<file path="config.mk">
export PLATFORM = sky130hd
export DESIGN_NAME = mem_b_readback
export DESIGN_NICKNAME = d
export VERILOG_FILES = /design/src/rtl/mem_b_readback.sv
export SDC_FILE = /design/constraint.sdc
export NUM_CORES = 1
export LEC_CHECK = 0
export CORE_ASPECT_RATIO = 1.2
export CORE_MARGIN = 1
export CORE_UTILIZATION = 47
export CTS_CLUSTER_SIZE = 40
export DETAILED_ROUTE_END_ITERATION = 10
export PLACE_DENSITY = 0.78
export SLEW_MARGIN = 20
export SYNTH_ARGS = -nofsm -noshare
export SYNTH_HDL_FRONTEND = slang
export SYNTH_SLANG_ARGS = --single-unit
</file>
<file path="constraint.sdc">
create_clock -name clk -period 1.85 [get_ports clk]
set_clock_uncertainty 0.15 [all_clocks]
set_input_delay 0.37 -clock clk [delete_from_list [all_inputs] [get_ports clk]]
set_output_delay 0.37 -clock clk [all_outputs]
set_load 0.02 [all_outputs]
</file>
<file path="src/rtl/mem_b_readback.sv">
// mem_b_readback: reads words 0..len-1 from memory B and streams them out.
// Flow-through 2-entry skid FIFO: a returning word is shown on the stream in
// its return cycle when the FIFO is empty, else it queues behind the head.
// Optional feature macro: CHECKSUM_EN adds chk_out, the running sum of words
// transferred in the current readback.
module mem_b_readback #(
    parameter int DATA_W = 8,
    parameter int ADDR_W = 3
) (
    input  logic              clk,
    input  logic              rst,
    input  logic              start,
    input  logic [ADDR_W:0]   len,
    output logic              mem_re,
    output logic [ADDR_W-1:0] mem_addr,
    input  logic [DATA_W-1:0] mem_rdata,
    output logic [DATA_W-1:0] out_data,
    output logic              out_valid,
    input  logic              out_ready,
    output logic              busy,
    output logic              done
`ifdef CHECKSUM_EN
    ,
    output logic [DATA_W-1:0] chk_out
`endif
);

    typedef enum logic [1:0] {S_IDLE, S_READ, S_DONE} state_t;

    localparam logic [ADDR_W:0] DEPTH = {1'b1, {ADDR_W{1'b0}}};

    state_t                      r_state;
    state_t                      w_state_nxt;
    logic [ADDR_W:0]             r_len_q;
    logic [ADDR_W:0]             r_rd_cnt;
    logic [ADDR_W:0]             r_em_cnt;
    logic                        r_inflight;
    logic [1:0][DATA_W-1:0]      r_buf;
    logic                        r_wp;
    logic                        r_rp;
    logic [1:0]                  r_occ;

    logic [ADDR_W:0]             w_len_clamp;
    logic [ADDR_W:0]             w_em_nxt;
    logic [1:0]                  w_pend;
    logic                        w_start_acc;
    logic                        w_head_vld;
    logic                        w_bypass;
    logic                        w_xfer;
    logic                        w_push;
    logic                        w_pop;

    assign w_len_clamp = (len > DEPTH) ? DEPTH : len;
    assign w_em_nxt    = r_em_cnt + 1'b1;
    // Words already committed to the buffer: stored plus the one returning now.
    assign w_pend      = r_occ + {1'b0, r_inflight};
    assign w_start_acc = (r_state == S_IDLE) && start;
    assign mem_addr    = r_rd_cnt[ADDR_W-1:0];

    // Stream head: FIFO entry if any, else the word returning this cycle.
    assign w_head_vld = (r_occ != 2'd0);
    assign w_bypass   = !w_head_vld && r_inflight;
    assign out_valid  = w_head_vld || w_bypass;
    assign out_data   = w_head_vld ? r_buf[r_rp] : (w_bypass ? mem_rdata : '0);
    assign w_xfer     = out_valid && out_ready;
    // A returning word is stored unless it is consumed straight through.
    assign w_push     = r_inflight && !(w_bypass && out_ready);
    assign w_pop      = w_xfer && w_head_vld;

    // State register.
    always_ff @(posedge clk) begin
        if (rst) r_state <= S_IDLE;
        else     r_state <= w_state_nxt;
    end

    // Next state, read issue and status outputs.
    always_comb begin
        w_state_nxt = r_state;
        mem_re      = 1'b0;
        busy        = 1'b0;
        done        = 1'b0;
        case (r_state)
            S_IDLE: begin
                if (start) w_state_nxt = (w_len_clamp == '0) ? S_DONE : S_READ;
            end
            S_READ: begin
                busy   = 1'b1;
                // Never issue a read whose data could find the FIFO full.
                mem_re = (r_rd_cnt < r_len_q) && (w_pend < 2'd2);
                if (w_xfer && (w_em_nxt == r_len_q)) w_state_nxt = S_DONE;
            end
            S_DONE: begin
                busy        = 1'b1;
                done        = 1'b1;
                w_state_nxt = S_IDLE;
            end
            default: w_state_nxt = S_IDLE;
        endcase
    end

    // Length capture and read/emit counters.
    always_ff @(posedge clk) begin
        if (rst) begin
            r_len_q  <= '0;
            r_rd_cnt <= '0;
            r_em_cnt <= '0;
        end else if (w_start_acc) begin
            r_len_q  <= w_len_clamp;
            r_rd_cnt <= '0;
            r_em_cnt <= '0;
        end else begin
            if (mem_re) r_rd_cnt <= r_rd_cnt + 1'b1;
            if (w_xfer) r_em_cnt <= w_em_nxt;
        end
    end

    // Read-in-flight flag and skid FIFO.
    always_ff @(posedge clk) begin
        if (rst) begin
            r_inflight <= 1'b0;
            r_buf      <= '0;
            r_wp       <= 1'b0;
            r_rp       <= 1'b0;
            r_occ      <= 2'd0;
        end else begin
            r_inflight <= mem_re;
            if (w_push) begin
                r_buf[r_wp] <= mem_rdata;
                r_wp        <= ~r_wp;
            end
            if (w_pop) r_rp <= ~r_rp;
            r_occ <= r_occ + {1'b0, w_push} - {1'b0, w_pop};
        end
    end

`ifdef CHECKSUM_EN
    logic [DATA_W-1:0] r_chk;

    assign chk_out = r_chk;

    // Running sum of transferred words, restarted by each accepted start.
    always_ff @(posedge clk) begin
        if (rst)              r_chk <= '0;
        else if (w_start_acc) r_chk <= '0;
        else if (w_xfer)      r_chk <= r_chk + out_data;
    end
`endif

endmodule

</file>
==> flow_summary.json, run 1 <==
{
  "drtAntennaViolNets": 0,
  "synth.yosys.warnings": 0,
  "dr.first_iter.drc_count": 70,
  "avgViaCountPerCell": 4.99,
  "timing.final.hold_violations": 0,
  "hold_path.class": "flop to flop",
  "setup_viol": 4,
  "num_vias": 1637,
  "grt_antenna_before_repair": 0,
  "crit_required_ns": 1.33,
  "final_period_minus_worst_setup_slack_ns": 2.00,
  "layout-area-overhead-vs-synth_pct": 51.8,
  "worst_r2r_path_depth": 8,
  "boundaryPins": 31,
  "start_util_pct": 49.9,
  "worst-path-max-fanout": 2,
  "postLayoutSetupSlackWorst_ns": -0.154,
  "num_antenna_cells": 0,
  "first_pass_grt_wire_length_um": 6930,
  "insertion_delay_ns": 0.29,
  "grt_max_degree": 22,
  "finalWirelength_um": 4370,
  "grt.total_usage_pct": 21.8,
  "hold_ws_ns": 0.347,
  "violations": "setup timing",
  "floorplan.die_area_um2": 4140,
  "worstHoldPathCells": 2,
  "numPortBuffers": 30,
  "number_of_levels_the_h_tree_was_split_into": 2,
  "instances_no_fill": 328,
  "fin_total_pwr_uw": 2520,
  "number_of_distinct_standard_cells_referenced_by_the_synthesized_netlist": 32,
  "worst-setup-path-type": "flop to output port",
  "cts_sinks": 35,
  "post_synthesis_instance_area_um2": 1830,
  "start_kind": "flop",
  "max-cap-violations": 0,
  "number_of_flops_mapped_to_enable_cells_by_yosys": 0,
  "tightestPinTransition_ns": 0.319,
  "cellPowerDensity_nw_per_um2": 907,
  "cp_data_arrival_time_ns": 1.48,
  "place_congestion": 0.762,
  "hpwl_um": 2870,
  "sequential_fraction_of_the_synthesis_area_pct": 38.4,
  "wire_per_inst_um": 13.3,
  "fmax_ghz": 0.499,
  "final_net_count": 301,
  "synth_cells": 201,
  "core.rowCount": 24,
  "postSynth.topFlopCell": "sky130_fd_sc_hd__dfxtp_1",
  "power.leakage_uw": 0.00117,
  "outcome": "finished with violations",
  "hp-start": "r_buf[4]",
  "floorplan.die.width_um": 58.9,
  "finalMaxSlewViolations": 0,
  "drive_gt1_share_pct": 37.3,
  "overflow_left_after_global_routing": 0,
  "final_util_pct": 75.7,
  "tritoncts": "done",
  "detail_route.drc_violations": 0,
  "timing.slew.headroom_pct": 78.5,
  "min_to": "r_buf[4]",
  "postSynth.asyncResetShare_pct": 0,
  "cts_buffers": 5,
  "rsz0062_at_grt": "true",
  "cts.root.buffer_cell": "sky130_fd_sc_hd__clkbuf_8",
  "post-synth-top-area-fraction_pct": 38.4,
  "synthTopCellsByArea": "sky130_fd_sc_hd__dfxtp_1 38%, sky130_fd_sc_hd__mux2i_1 14%, sky130_fd_sc_hd__ha_1 6.8%",
  "rr_startpoint": "r_len_q[1]",
  "fp.coreArea_um2": 3660,
  "cts.path.max_buffers": 2,
  "ys_ff_latch": 35,
  "drt_pre_antenna_iters": 4,
  "place.detailed.instances": 313,
  "synth_nets": 227,
  "ff2ff_setup_slack_ns": -0.13,
  "worstSetupEndpointType": "output port",
  "final_min_period_over_clock_period_pct": 108,
  "fp.dieH_um": 70.3,
  "sequential_cell_area_um2": 716,
  "synth.largest_area_cell": "sky130_fd_sc_hd__dfxtp_1",
  "r2r_end": "r_rd_cnt[3]",
  "multi_input_comb_area_um2": 1190,
  "syn_area_per_cell_um2": 9.09,
  "power.ir.vdd_worst_uv": 833,
  "clock_pin_slew_reported_for_the_worst_setup_and_hold_paths_after_clock_tree_synthesis_ns": 0.07,
  "fillers": 275,
  "finalSetupTns_ns": -0.392,
  "number_of_global_route_vias_before_repair": 1628
}
[Yosys cell counts, types with 2 or more instances]
master                     instances
sky130_fd_sc_hd__nor2b_1           4
sky130_fd_sc_hd__a21oi_1           8
sky130_fd_sc_hd__nand2b_1          3
sky130_fd_sc_hd__nor2_1           32
sky130_fd_sc_hd__or3_1             4
sky130_fd_sc_hd__dfxtp_1          35
sky130_fd_sc_hd__nand3_1          13
sky130_fd_sc_hd__buf_1             2
sky130_fd_sc_hd__xnor2_1           5
sky130_fd_sc_hd__o21ai_0          13
sky130_fd_sc_hd__nand2_1           5
sky130_fd_sc_hd__mux2i_1          26
sky130_fd_sc_hd__inv_1             9
sky130_fd_sc_hd__clkbuf_1          4
sky130_fd_sc_hd__xor2_1            8
sky130_fd_sc_hd__nor3b_1           3
sky130_fd_sc_hd__ha_1             10
sky130_fd_sc_hd__buf_4             3
[report_power, final]
group	switching (µW)	internal, µW	leakage (µW)	total [µW]
clock network	277	264	0.0000422	541
logic	517	596	0.000841	1110
registers	48.0	814	0.000287	862
[worst max-delay path by stage]
stage,end,slack (ns),depth (start not counted),from
4_1_cts,mem_re,-0.19,7,r_len_q[2]
2_1_floorplan,r_occ[1],0.007,8,r_occ[1]
6_report,mem_re,-0.15,6,r_len_q[1]
5_1_grt,mem_re,-0.22,6,r_len_q[1]
3_5_place_dp,mem_re,-0.40,6,r_len_q[1]
3_3_place_gp,out_data[3],-0.37,4,mem_rdata[3]
[state kept, by name, indices dropped and copies added (netlist names)]
name / flops
r_buf: 16
r_em_cnt: 4
r_len_q: 4
r_rd_cnt: 4
r_occ: 2
r_state: 2
r_inflight: 1
r_rp: 1
r_wp: 1
[metal layers]
layer / track usage, % / wire length (µm) / vias to the layer above
li1: - / - / 833
met1: 24.9 / 1790 / 770
met2: 38.9 / 2390 / 29
met3: 5.37 / 143 / 5
met4: 6.61 / 53 / 0
met5: 0 / 0 / -
[cell families after synthesis]
family | share of synthesized area, %
fa+ha+maj | 6.85
xor+xnor | 7.12
flops | 38.4
buf+inv | 4.59
compound gates | 9.73
mux | 14.2
simple gates | 19.1
[cell usage in the layout, fill, tap and decap left out, drive strengths merged, types with 9 or more instances in the layout]
cell           count
nor2              33
xor2               9
clkdlybuf4s50     14
o21ai             13
buf               57
dfxtp             35
inv                9
mux2i             26
ha                10
nand3             14
[worst max-delay path: stages (launching register included)]
cell                        delay, ns
sky130_fd_sc_hd__dfxtp_2         0.33
sky130_fd_sc_hd__inv_2           0.04
sky130_fd_sc_hd__ha_4            0.21
sky130_fd_sc_hd__a211oi_4        0.26
sky130_fd_sc_hd__o2111ai_4       0.16
sky130_fd_sc_hd__inv_2           0.08
sky130_fd_sc_hd__buf_6           0.11
[cell type report]
class	instances	share of cell area, %
multi-input cells	147	42.8
flip-flops and latches	35	25.8
well taps	52	2.35
inverters	9	1.22
clock buffers	7	2.75
clock inverters	1	0.180
repair buffers	77	24.9
[per-stage QoR]
stage               instance area [µm²]  setup slack, ns
detailed placement                 2460           -0.400
global route                       2770           -0.225
global placement                   2460           -0.368
CTS                                2610           -0.190
finish                             2770           -0.154
floorplan                          1830          0.00704
[repair_timing]
item | 4_1_cts | 5_1_grt
cloned | 0 | 1
gates resized for setup | 76 | 45
pin swaps | 8 | 13
buffers inserted | 7 | 2
endpoints found under the setup margin | 19 | 13
hold buffers | 0 | 0
No activity file was read; power rests on OpenSTA's default activity.
==> run 2: changes to the inputs <==
--- a/config.mk
+++ b/config.mk
@@ -5,9 +5,11 @@
 export SDC_FILE = /design/constraint.sdc
 export NUM_CORES = 1
 export LEC_CHECK = 0
+export CELL_PAD_IN_SITES_DETAIL_PLACEMENT = 1
+export CELL_PAD_IN_SITES_GLOBAL_PLACEMENT = 1
 export CORE_ASPECT_RATIO = 1.2
 export CORE_MARGIN = 1
-export CORE_UTILIZATION = 47
+export CORE_UTILIZATION = 36
 export CTS_CLUSTER_SIZE = 40
 export DETAILED_ROUTE_END_ITERATION = 10
 export PLACE_DENSITY = 0.78
==> run 2 against run 1 <==
Against the previous run:
- the flow still finishes with violations (setup timing)
- clock power rose by 16%
- count of clock-buffer cells in the layout rose by 1
- via count rose by 2.1%
- utilization fell by 20 points
- maximum frequency fell by 1.2%
- critical path depth did not move
==> flow_summary.json, run 2 (synthesis gave the netlist of run 1 again) <==
{
  "dpl_cell_area_um2": 2480,
  "finalMaxSlewViolations": 0,
  "dr.first_iter.drc_count": 54,
  "rr_startpoint": "r_len_q[1]",
  "cts_buffers": 5,
  "tightestPinTransition_ns": 0.390,
  "hold_path.class": "flop to flop",
  "grt_max_degree": 28,
  "timing.slew.headroom_pct": 73.7,
  "place.detailed.instances": 320,
  "cp_data_arrival_time_ns": 1.51,
  "finalSetupTns_ns": -0.580,
  "outcome": "finished with violations",
  "floorplan.die_area_um2": 5360,
  "setup_viol": 6,
  "power.switching_uw": 848,
  "drtAntennaViolNets": 0,
  "grt_antenna_before_repair": 0,
  "worstSetupStartpoint": "r_len_q[1]",
  "grt.total_usage_pct": 21.4,
  "switching_part_of_the_total_pct": 33.8,
  "first_pass_grt_wire_length_um": 8490,
  "core.rowCount": 28,
  "drt_pre_antenna_iters": 4,
  "final_min_period_over_clock_period_pct": 110,
  "hp-start": "r_buf[5]",
  "final_net_count": 297,
  "fp.dieH_um": 80.0,
  "fp.coreArea_um2": 4900,
  "rsz0062_at_grt": "true",
  "number_of_levels_the_h_tree_was_split_into": 2,
  "timing.final.hold_violations": 0,
  "worstSetupEndpointType": "output port",
  "largest_register_ffs": 16,
  "power.share.sequential_pct": 35.5,
  "cts.path.max_buffers": 2,
  "postLayoutSetupSlackWorst_ns": -0.178,
  "worst-path-max-fanout": 2,
  "wire_per_inst_um": 16.0,
  "detail_route.drc_violations": 0,
  "instances_no_fill": 332,
  "power.combinational.fraction_pct": 39.4,
  "hold_ws_ns": 0.358,
  "final_util_pct": 56.1,
  "cts.root.buffer_cell": "sky130_fd_sc_hd__clkbuf_8",
  "number_of_global_route_vias_before_repair": 1856,
  "clock_pin_slew_reported_for_the_worst_setup_and_hold_paths_after_clock_tree_synthesis_ns": 0.07,
  "finalWirelength_um": 5320,
  "violations": "setup timing",
  "avgViaCountPerCell": 5.03,
  "tritoncts": "done",
  "power.leakage_uw": 0.00114,
  "most-common-layout-cells": "43 x sky130_fd_sc_hd__buf_4, 31 x sky130_fd_sc_hd__nor2_1, 28 x sky130_fd_sc_hd__dfxtp_1",
  "crit_required_ns": 1.33,
  "max_flop_register": "r_buf",
  "start_util_pct": 37.2,
  "floorplan.die.width_um": 67.0,
  "fmax_ghz": 0.493,
  "layout-area-overhead-vs-synth_pct": 50.5,
  "num_antenna_cells": 0,
  "boundaryPins": 31,
  "clkPwrFrac_pct": 25.1,
  "power.ir.vdd_worst_uv": 437,
  "internal-power_uw": 1660,
  "num_vias": 1671,
  "hpwl_um": 3340,
  "insertion_delay_ns": 0.30,
  "cts_sinks": 35,
  "overflow_left_after_global_routing": 0,
  "drive_gt1_share_pct": 36.0,
  "mostFrequentLayoutCell": "sky130_fd_sc_hd__buf_4",
  "cellPowerDensity_nw_per_um2": 913,
  "worst-setup-path-type": "flop to output port",
  "ctsHoldBuffers": 0,
  "max-cap-violations": 0,
  "numPortBuffers": 30,
  "post-route-cell-area_um2": 2750,
  "place_congestion": 0.749,
  "start_kind": "flop",
  "final_period_minus_worst_setup_slack_ns": 2.03
}
## run 2: changes by cell type in the layout (fill, tap and decap cells not counted), sizes merged
cell           before  now
clkbuf              8    9
clkdlybuf4s15       1    0
clkinv              1    0
buf                57   54
## run 2: layout make-up
| class | count | area (µm²) |
|---|---|---|
| clock buffers | 8 | 100 |
| fillers | 560 | 2150 |
| inverters | 9 | 33.8 |
| multi-input cells | 147 | 1180 |
| flip-flops and latches | 35 | 717 |
| well taps | 60 | 75.1 |
| repair buffers | 73 | 647 |
## run 2: per-layer routing
metal  vias to the layer above  global-route usage, %  part of all wire, %
met1                       798                   21.8                   38
met3                        14                   4.29                  3.1
li1                        819                      -                    -
met2                        40                   40.3                   55
met4                         0                   9.36                  3.6
met5                         -                      0                    0
## run 2: path summary, 6_finish.rpt
path	endpoint	slack [ns]	depth (start not counted)
min reg2reg	r_buf[5]	0.36	2
max reg2reg	r_rd_cnt[3]	-0.14	8
max	mem_re	-0.18	6
min	r_buf[5]	0.36	2
## run 2: what timing repair did
item / in CTS / in global routing
cloned: 0 / 0
gates resized for setup: 96 / 27
setup endpoints to repair: 20 / 24
setup buffers: 8 / 1
pin swaps: 11 / 17
## run 2: critical path, cell delays in order, from the launching register on
cell and delay, ns:
sky130_fd_sc_hd__dfxtp_2 0.35, sky130_fd_sc_hd__inv_2 0.05, sky130_fd_sc_hd__ha_4 0.21, sky130_fd_sc_hd__a211oi_4 0.24, sky130_fd_sc_hd__o2111ai_4 0.16, sky130_fd_sc_hd__inv_2 0.09
sky130_fd_sc_hd__buf_6 0.11
## run 2: power groups by stage
stage / Clock, µW / Sequential, µW / Combinational [µW]
finish: 629 / 892 / 989
floorplan: 0 / 862 / 442
detailed placement: 0 / 887 / 782
global route: 679 / 901 / 1060
global placement: 0 / 886 / 753
CTS: 634 / 887 / 951
## run 2: per-stage QoR
| stage | power (µW) | setup slack (ns) |
|---|---|---|
| CTS | 2470 | -0.189 |
| global route | 2640 | -0.235 |
| floorplan | 1300 | 0.00704 |
| global placement | 1640 | -0.362 |
| detailed placement | 1670 | -0.430 |
| finish | 2510 | -0.178 |
